## src/rtl/wr_burst_feeder.sv

```systemverilog
// Small first-word-fall-through FIFO used as the burst staging buffer.
// Latency: a word pushed at edge N is at the head and in the level from cycle N+1; head read is combinational.
// Backpressure: full is derived from registered pointers only; pushes while full and pops while empty are ignored.
module wr_burst_fifo #(
    parameter int DW = 32,
    parameter int AW = 6
) (
    input  logic          clk,
    input  logic          rst_n,
    input  logic          push,
    input  logic [DW-1:0] push_dat,
    input  logic          pop,
    output logic [DW-1:0] head_dat,
    output logic [AW:0]   level,
    output logic          full,
    output logic          empty
);

    localparam int          DEPTH   = 1 << AW;
    localparam logic [AW:0] DEPTH_L = (AW + 1)'(DEPTH);

    logic [DW-1:0] mem [DEPTH];
    logic [AW:0]   wr_ptr;
    logic [AW:0]   rd_ptr;
    logic          do_push;
    logic          do_pop;

    // One extra pointer bit lets the difference span 0..DEPTH without a separate count register.
    assign level    = wr_ptr - rd_ptr;
    assign full     = (level == DEPTH_L);
    assign empty    = (level == '0);
    assign do_push  = push && !full;
    assign do_pop   = pop && !empty;
    // Head word is only meaningful while not empty.
    assign head_dat = mem[rd_ptr[AW-1:0]];

    // Storage array carries no reset so it can map onto RAM.
    always_ff @(posedge clk) begin
        if (do_push) begin
            mem[wr_ptr[AW-1:0]] <= push_dat;
        end
    end

    // Read/write pointers; reset empties the buffer and discards its contents.
    always_ff @(posedge clk) begin
        if (!rst_n) begin
            wr_ptr <= '0;
            rd_ptr <= '0;
        end else begin
            if (do_push) begin
                wr_ptr <= wr_ptr + 1'b1;
            end
            if (do_pop) begin
                rd_ptr <= rd_ptr + 1'b1;
            end
        end
    end

endmodule

// Stages a word stream and issues write-master bursts at a linear, wrapping frame address.
// Latency: wr_trig 2 cycles after the word completing a burst; next request no earlier than 3 cycles after wr_done.
// Backpressure: in_ready = !full from registered state; wr_data_en pops are honoured in every state.
module wr_burst_feeder #(
    parameter int ADDR_WIDTH  = 26,
    parameter int DATA_WIDTH  = 32,
    parameter int FIFO_AW     = 6,
    parameter int BURST_LEN   = 8,
    parameter int BASE_ADDR   = 0,
    parameter int FRAME_WORDS = 1024
) (
    input  logic                  clk,
    input  logic                  rst_n,
    input  logic                  init_end,
    input  logic                  in_valid,
    input  logic [DATA_WIDTH-1:0] in_data,
    output logic                  in_ready,
    input  logic                  flush,
    output logic                  wr_trig,
    output logic [7:0]            wr_len,
    output logic [ADDR_WIDTH-1:0] wr_addr,
    input  logic                  wr_ready,
    input  logic                  wr_data_en,
    output logic [DATA_WIDTH-1:0] wr_data,
    input  logic                  wr_done,
    output logic [FIFO_AW:0]      fifo_level,
    output logic                  frame_done,
    output logic                  underflow_err
);

    localparam logic [FIFO_AW:0]    BURST_L   = (FIFO_AW + 1)'(BURST_LEN);
    localparam logic [7:0]          BURST_L8  = 8'(BURST_LEN);
    localparam logic [ADDR_WIDTH-1:0] BASE_A  = ADDR_WIDTH'(BASE_ADDR);
    // End of the frame buffer, one bit wider than the address so the compare never overflows.
    localparam logic [ADDR_WIDTH:0] FRAME_END = (ADDR_WIDTH + 1)'(BASE_ADDR + FRAME_WORDS);

    typedef enum logic [1:0] {
        S_IDLE,
        S_REQ,
        S_BUSY,
        S_ADV
    } state_t;

    state_t                state_q;
    state_t                state_d;
    logic                  fifo_full;
    logic                  fifo_empty;
    logic                  flush_pend;
    logic                  trig_cond;
    logic                  issue;
    logic                  adv;
    logic                  addr_wrap;
    logic [7:0]            len_sel;
    logic [ADDR_WIDTH-1:0] cur_addr;
    logic [ADDR_WIDTH:0]   nxt_addr;

    wr_burst_fifo #(
        .DW (DATA_WIDTH),
        .AW (FIFO_AW)
    ) u_fifo (
        .clk      (clk),
        .rst_n    (rst_n),
        .push     (in_valid),
        .push_dat (in_data),
        .pop      (wr_data_en),
        .head_dat (wr_data),
        .level    (fifo_level),
        .full     (fifo_full),
        .empty    (fifo_empty)
    );

    assign in_ready = !fifo_full;

    // A full burst is buffered, or a flush asks for whatever is present; both need the DDR up and the master idle.
    assign trig_cond = init_end && wr_ready &&
                       ((fifo_level >= BURST_L) || (flush_pend && !fifo_empty));

    // A flush burst carries the current level, which is below BURST_LEN by construction of trig_cond.
    assign len_sel = (fifo_level >= BURST_L) ? BURST_L8 : 8'(fifo_level);

    // Overshoot from an unaligned flush burst is not carried across the wrap.
    assign nxt_addr  = {1'b0, cur_addr} + (ADDR_WIDTH + 1)'(wr_len);
    assign addr_wrap = (nxt_addr >= FRAME_END);

    // Next-state and pulse outputs; every output defaults low / hold.
    always_comb begin
        state_d    = state_q;
        issue      = 1'b0;
        adv        = 1'b0;
        wr_trig    = 1'b0;
        frame_done = 1'b0;
        case (state_q)
            S_IDLE: begin
                if (trig_cond) begin
                    issue   = 1'b1;
                    state_d = S_REQ;
                end
            end
            S_REQ: begin
                wr_trig = 1'b1;
                state_d = S_BUSY;
            end
            S_BUSY: begin
                if (wr_done) begin
                    state_d = S_ADV;
                end
            end
            S_ADV: begin
                adv        = 1'b1;
                frame_done = addr_wrap;
                state_d    = S_IDLE;
            end
            default: begin
                state_d = S_IDLE;
            end
        endcase
    end

    // FSM state register.
    always_ff @(posedge clk) begin
        if (!rst_n) begin
            state_q <= S_IDLE;
        end else begin
            state_q <= state_d;
        end
    end

    // Request descriptor is captured at issue and held stable until the master reports completion.
    always_ff @(posedge clk) begin
        if (!rst_n) begin
            wr_len  <= '0;
            wr_addr <= BASE_A;
        end else if (issue) begin
            wr_len  <= len_sel;
            wr_addr <= cur_addr;
        end
    end

    // Frame address advances by the completed burst length, wrapping to the base at the end of the buffer.
    always_ff @(posedge clk) begin
        if (!rst_n) begin
            cur_addr <= BASE_A;
        end else if (adv) begin
            if (addr_wrap) begin
                cur_addr <= BASE_A;
            end else begin
                cur_addr <= nxt_addr[ADDR_WIDTH-1:0];
            end
        end
    end

    // Pending flush: consumed by the request it causes, or discarded in IDLE when nothing is buffered.
    always_ff @(posedge clk) begin
        if (!rst_n) begin
            flush_pend <= 1'b0;
        end else if (issue) begin
            flush_pend <= 1'b0;
        end else if ((state_q == S_IDLE) && fifo_empty) begin
            flush_pend <= 1'b0;
        end else if (flush) begin
            flush_pend <= 1'b1;
        end
    end

    // Sticky record of the master pulling a word that was not there.
    always_ff @(posedge clk) begin
        if (!rst_n) begin
            underflow_err <= 1'b0;
        end else if (wr_data_en && fifo_empty) begin
            underflow_err <= 1'b1;
        end
    end

endmodule

```

## config.mk

```make
export PLATFORM = sky130hd
export DESIGN_NAME = wr_burst_feeder
export DESIGN_NICKNAME = d
export VERILOG_FILES = /design/src/rtl/wr_burst_feeder.sv
export SDC_FILE = /design/constraint.sdc
export NUM_CORES = 2
export LEC_CHECK = 0
export CAP_MARGIN = 25
export CORE_MARGIN = 1
export CORE_UTILIZATION = 35
export CTS_CLUSTER_SIZE = 10
export DETAILED_ROUTE_END_ITERATION = 6
export GPL_TIMING_DRIVEN = 1
export PLACE_DENSITY = 0.52
export SETUP_SLACK_MARGIN = 0.02
export SLEW_MARGIN = 15
export SYNTH_ARGS = -nofsm -noshare
export SYNTH_HDL_FRONTEND = slang
export SYNTH_SLANG_ARGS = --single-unit
export TNS_END_PERCENT = 50
```

## constraint.sdc

```tcl
create_clock -name clk -period 8.97 [get_ports clk]
set_clock_uncertainty 0.1 [all_clocks]
set_input_delay 1.794 -clock clk [delete_from_list [all_inputs] [get_ports clk]]
set_output_delay 1.794 -clock clk [all_outputs]
set_load 0.02 [all_outputs]
```

---- Word-level counts from Yosys, hierarchy flattened ----
Memories as Yosys holds them, arrays and structs flattened. A register that Yosys moved wholly into a read port is not among the register bits.
Cells that the tools add are included.
word-level totals
  bits in registers ....................... 78
  RAM bits ................................ 2048
  bits of input ports ..................... 40
  output and inout bits ................... 77
  logic and storage cells ................. 50
  memories kept ........................... 1
memory list
  memory      depth  bits a word  read ports  clocked after memory_dff  write ports  line  RTL
  u_fifo.mem  64     32           1           1                         1            22    logic [DW-1:0] mem [DEPTH];
cells by class
  add/subtract/negate cells ............... 4
  magnitude comparators ................... 2
  eq/ne operators ......................... 6
  multiplexer cells ....................... 14
  bitwise operators ....................... 1
  reductions and logical operators ........ 14
operators by type and width
  cell                                                   count
  adder 26 x 8 -> 27 bit                                 1
  >= comparator 27 x 11 -> 1 bit, second input constant  1
  2-to-1 mux 26 bit                                      1
  adder 7 x 1 -> 7 bit, second input constant            2
  2-to-1 mux 6 bit                                       2
  case mux 2 bit (4 select lines)                        1
  == test 7 bit, second input constant                   1
  >= comparator 7 x 4 -> 1 bit, second input constant    1
  logical AND 1 bit                                      7
  zero test 7 bit                                        1
  2-to-1 mux 1 bit                                       7
  2-to-1 mux 7 bit                                       1
  subtractor 7 bit                                       1
  == test 2 bit, second input constant                   2
  2-to-1 mux 2 bit                                       2
  != test 2 bit, second input constant                   2
  OR reduction 3 bit                                     1
  == test 2 x 1 -> 1 bit, second input constant          1
  zero test 1 bit                                        2
  zero test 2 bit                                        1
  AND reduction 2 bit                                    1
  logical OR 1 bit                                       1
  NOT 1 bit                                              1

---- Longest topological paths before layout ----
  word-level depth ........................ 9
  gate-level depth with buffers ........... 13

---- Hierarchy ----
Synthesis repeated with hierarchy kept, for this count alone.
unflattened totals
  cell total of the unflattened synthesis .. 3711
  area total of the unflattened synthesis .. 82484.1 um2
by module, submodules not included
  module           instances  cells an instance  area an instance (um2)
  wr_burst_fifo    1          3316               79045.8
  wr_burst_feeder  1          395                3438.3

---- Worst setup path after synthesis ----
Ideal clock, no wire load.
  path kind ............................... reg2reg
  start ................................... register u_fifo.wr_ptr[0]
  end ..................................... memory u_fifo.mem[21][0], enable pin
  data arrival time ....................... 4764 ps
  data required time ...................... 8409 ps
  slack ................................... 3645 ps
  stages on the path, launching flop included .. 14
  clock period less this slack ............ 5325 ps
  cells stage by stage .................... dfxtp_1 -> inv_1 -> ha_1 -> fa_1 -> nor2b_1 -> o21a_1 -> o21a_1 -> o211ai_1 -> nand2b_1 -> a21oi_1 -> nand2b_1 -> buf_2 -> buf_2 -> nor3_1
on the way
  word-level cells in the longest chain between the ends .. 6
RTL lines
  element                                 line  RTL
  from (decl)                             23    logic [AW:0] wr_ptr;
  from (signal assigned)                  51    wr_ptr <= wr_ptr + 1'b1;
  subtractor 7 bit                        29    assign level = wr_ptr - rd_ptr;
  named net fifo_level[6]                 86    output logic [FIFO_AW:0] fifo_level,
  == test 7 bit                           30    assign full = (level == DEPTH_L);
  zero test 1 bit                         32    assign do_push = push && !full;
  logical AND 1 bit                       32
  2-to-1 mux 1 bit                        39    if (do_push) begin
  2-to-1 mux 1 bit (not written as such)  40    mem[wr_ptr[AW-1:0]] <= push_dat;
  to (decl)                               22
The timed path passes the listed nets, and every way through them passes these cells.

==> flow_metrics.tcl <==
set metrics [dict create \
    status "finished, final reports clean" \
    rr_startpoint "u_fifo.wr_ptr[0]" \
    syn_to_final_growth_pct 15.25 \
    final_cell_mix "edfxtp_1 (2048), mux4_2 (669), clkbuf_16 (237)" \
    cp-start-kind "flop" \
    drt-total-wl_um 223400 \
    multi_input_area_sq_mm 0.01852 \
    antenna_found_initial 27 \
    clkSinkCount 2131 \
    route.detailed.drc 0 \
    worst_pin_slew_ns 1.032 \
    r2r_cells 13 \
    hold_depth 2 \
    max-vdd-ir-drop_mv 0.1813 \
    wl_met3_um 14570 \
    final.setup.tns_ns 0 \
    cp_top_family "buffers and inverters" \
    fmax_mhz 146.7 \
    gp_congestion 0.7410 \
    setup_viol 0 \
    fill_cells 20325 \
    critical_path_required_ns 7.08 \
    ios 117 \
    post_cts_buffers 0 \
    viasPerCell 5.469 \
    ys_async_sr_fraction_pct 0 \
    post-route-period-util_pct 76.02 \
    regArea_sq_mm 0.06318 \
    synth-seq-cells 2131 \
    whs_ns 0.3564 \
    num_vias 38265 \
    die_height_um 486.7 \
    worstSetupPathType "flop to output port" \
    netlist_top_cells_area "edfxtp_1 (75%), mux4_2 (18%), dfxtp_1 (2.0%)" \
    grt_start_max_net_pins 101 \
    grt_usage_pct 18.90 \
    fin_nets 3856 \
    min_from "wr_addr[14]" \
    netlist.area_leader.share_pct 74.78 \
    post_dp_cell_area_sq_mm 0.08785 \
    drv_cap 0 \
    clkLatencyLatePin_ns 0.88 \
    rows 177 \
    clockBufferDepth 3 \
    fin_area_sq_mm 0.09478 \
    yosysSeqAreaShare_pct 76.80 \
    r2r_setup_slack_ns 3.52 \
    drive_gt1_share_pct 31.25 \
    cts.htree.levels 4 \
    cts.clk_slew.worst_paths_ns 0.05 \
    endpoint_kind "output port" \
    fp.dieW_um 486.7 \
    crit_chain "buf_12 -> buf_4 -> mux4_2 -> mux4_2 -> mux4_2 -> clkdlybuf4s50_1" \
    finalMaxSlewViolations 0 \
    grt_pass1_vias 39674 \
    yosysUniqueCellTypes 70 \
    ant_nets 0 \
    worst-path-buf-inv 3 \
    hold_path_class "flop to flop" \
    synth_edf_count 2048 \
    crit_slowest_cell "buf_4" \
    ys.flop_type "edfxtp_1" \
    cts_hold_buf 0 \
    period_minus_slack_ns 6.819 \
    syn-cell-area_sq_mm 0.08224 \
    numCtsBuffers 235 \
    wl_met2_um 107800 \
    cts_root_buf "clkbuf_16" \
    layout_commonest_cell "edfxtp_1" \
    dr.first_iter.drc_count 4052 \
    power_leakage_nw 28.12 \
    wl_per_cell_um 31.93 \
    dpl.hpwl_um 117700 \
    hold_violations 0 \
    io_buffers 115 \
    cts_tree "yes" \
    routed.top_layer "met5" \
    min_to "wr_addr[14]" \
    synth_nets 3554 \
    met1Wirelength_um 94760 \
    cts_resized 0 \
    ys_warn_count 0 \
    dieArea_sq_mm 0.2369 \
    grt_overflow 0 \
    yosys.area.top_type "edfxtp_1" \
    path_common_cell "mux4_2" \
    synth_area_per_cell_sq_um 23.54 \
    cellPowerDensity_mw_per_mm2 247.8 \
    power_mw 23.49 \
    r2r-end "u_fifo.mem[19][28]" \
    path_max_fanout 84 \
    synth_cells 3493 \
    crit_arrival_ns 4.92 \
    grt_pass1_wl_um 311700 \
    first_pass_iters 5 \
    max_stage_delay_ns 0.58 \
    core-area_sq_mm 0.2330 \
    relSlewSlack_pct 31.22 \
    start_util_pct 35.30 \
    grt_setup_unrepaired "no" \
]
-- how the worst max path moves through the flow --
stage | to | slack (ns) | cells after the start
3_5_place_dp | wr_data[9] | 2.92 | 6
6_report | wr_data[12] | 2.15 | 6
5_1_grt | wr_data[7] | 1.89 | 6
4_1_cts | wr_data[9] | 1.97 | 6
3_3_place_gp | wr_data[13] | 2.92 | 6
2_1_floorplan | u_fifo.mem[21][0] | 3.65 | 13
-- per-layer routing --
layer | GRT usage (%) | vias up
li1 | - | 15515
met1 | 25.89 | 21158
met2 | 30.28 | 1286
met3 | 3.818 | 302
met4 | 5.981 | 4
met5 | 0 | -
-- cells by family after synthesis --
family                     count (synthesis)  synth area share, %
other                                      1             0.004560
adders and majority gates                 21               0.3378
and+or+nand+nor                          288                1.777
DFF                                     2131                76.80
AOI/OAI and AO/OA                        102               0.8703
muxes                                    711                18.84
xor gates and xnor gates                  24               0.2556
buffers and inverters                    215                1.117
-- sequential cells by signal, indices dropped and copies added (netlist names), 2 cells and up, named ones only --
register       cells
u_fifo.mem      2048
wr_addr           26
cur_addr          26
state_q            2
wr_len             7
u_fifo.rd_ptr      7
u_fifo.wr_ptr      7
-- layout make-up --
| class | count | area share (%) |
|---|---|---|
| sequential | 2131 | 66.66 |
| multi-input combinational | 1147 | 19.54 |
| clock buffer | 279 | 6.455 |
| tap | 3132 | 4.134 |
| timing repair buffer | 261 | 2.727 |
| clock inverter | 22 | 0.3973 |
| inverter | 19 | 0.07524 |
| antenna | 6 | 0.01584 |
-- synthesized netlist by cell type (3+ instances only) --
master,count
dfxtp_1,83
buf_1,16
and2_1,4
mux2_2,4
or3_1,19
clkbuf_1,110
nor2_1,31
nand2_1,92
nor3_1,65
nand3b_1,4
a22o_1,5
mux4_2,669
nand4_1,10
mux2i_1,38
buf_6,3
o21ai_1,3
o21a_1,5
and3_1,8
o31ai_1,4
o21ai_0,24
nor4_1,3
nand2b_1,6
a211oi_1,5
nand3_1,15
ha_1,19
inv_1,18
or4_1,5
a21oi_1,23
and4_1,3
xnor2_1,9
nor3b_1,3
edfxtp_1,2048
nor2_2,10
o211ai_1,5
xor2_1,15
buf_2,64
-- metrics by stage --
step                utilization, %  worst slack, ns  std cells
floorplan                        -            3.645       3493
global route                 40.68            1.887       6991
CTS                          40.49            1.974       6971
global placement             37.64            2.918       6663
finish                       40.68            2.151       6997
detailed placement           37.71            2.922       6670
-- tightest hold or removal path, delay by kind of cell (launching register included) --
family	cells	cell delay [ns]
and+or+nand+nor	1	0.05
muxes	1	0.05
DFF	1	0.31
-- power by group --
| part | switching, mW | internal, mW |
|---|---|---|
| registers | 0.0723 | 11.0 |
| logic | 2.01 | 1.92 |
| clock network | 3.72 | 4.79 |
| total | 5.79 | 17.7 |
Note: power is estimated with default switching activity, not from simulation.
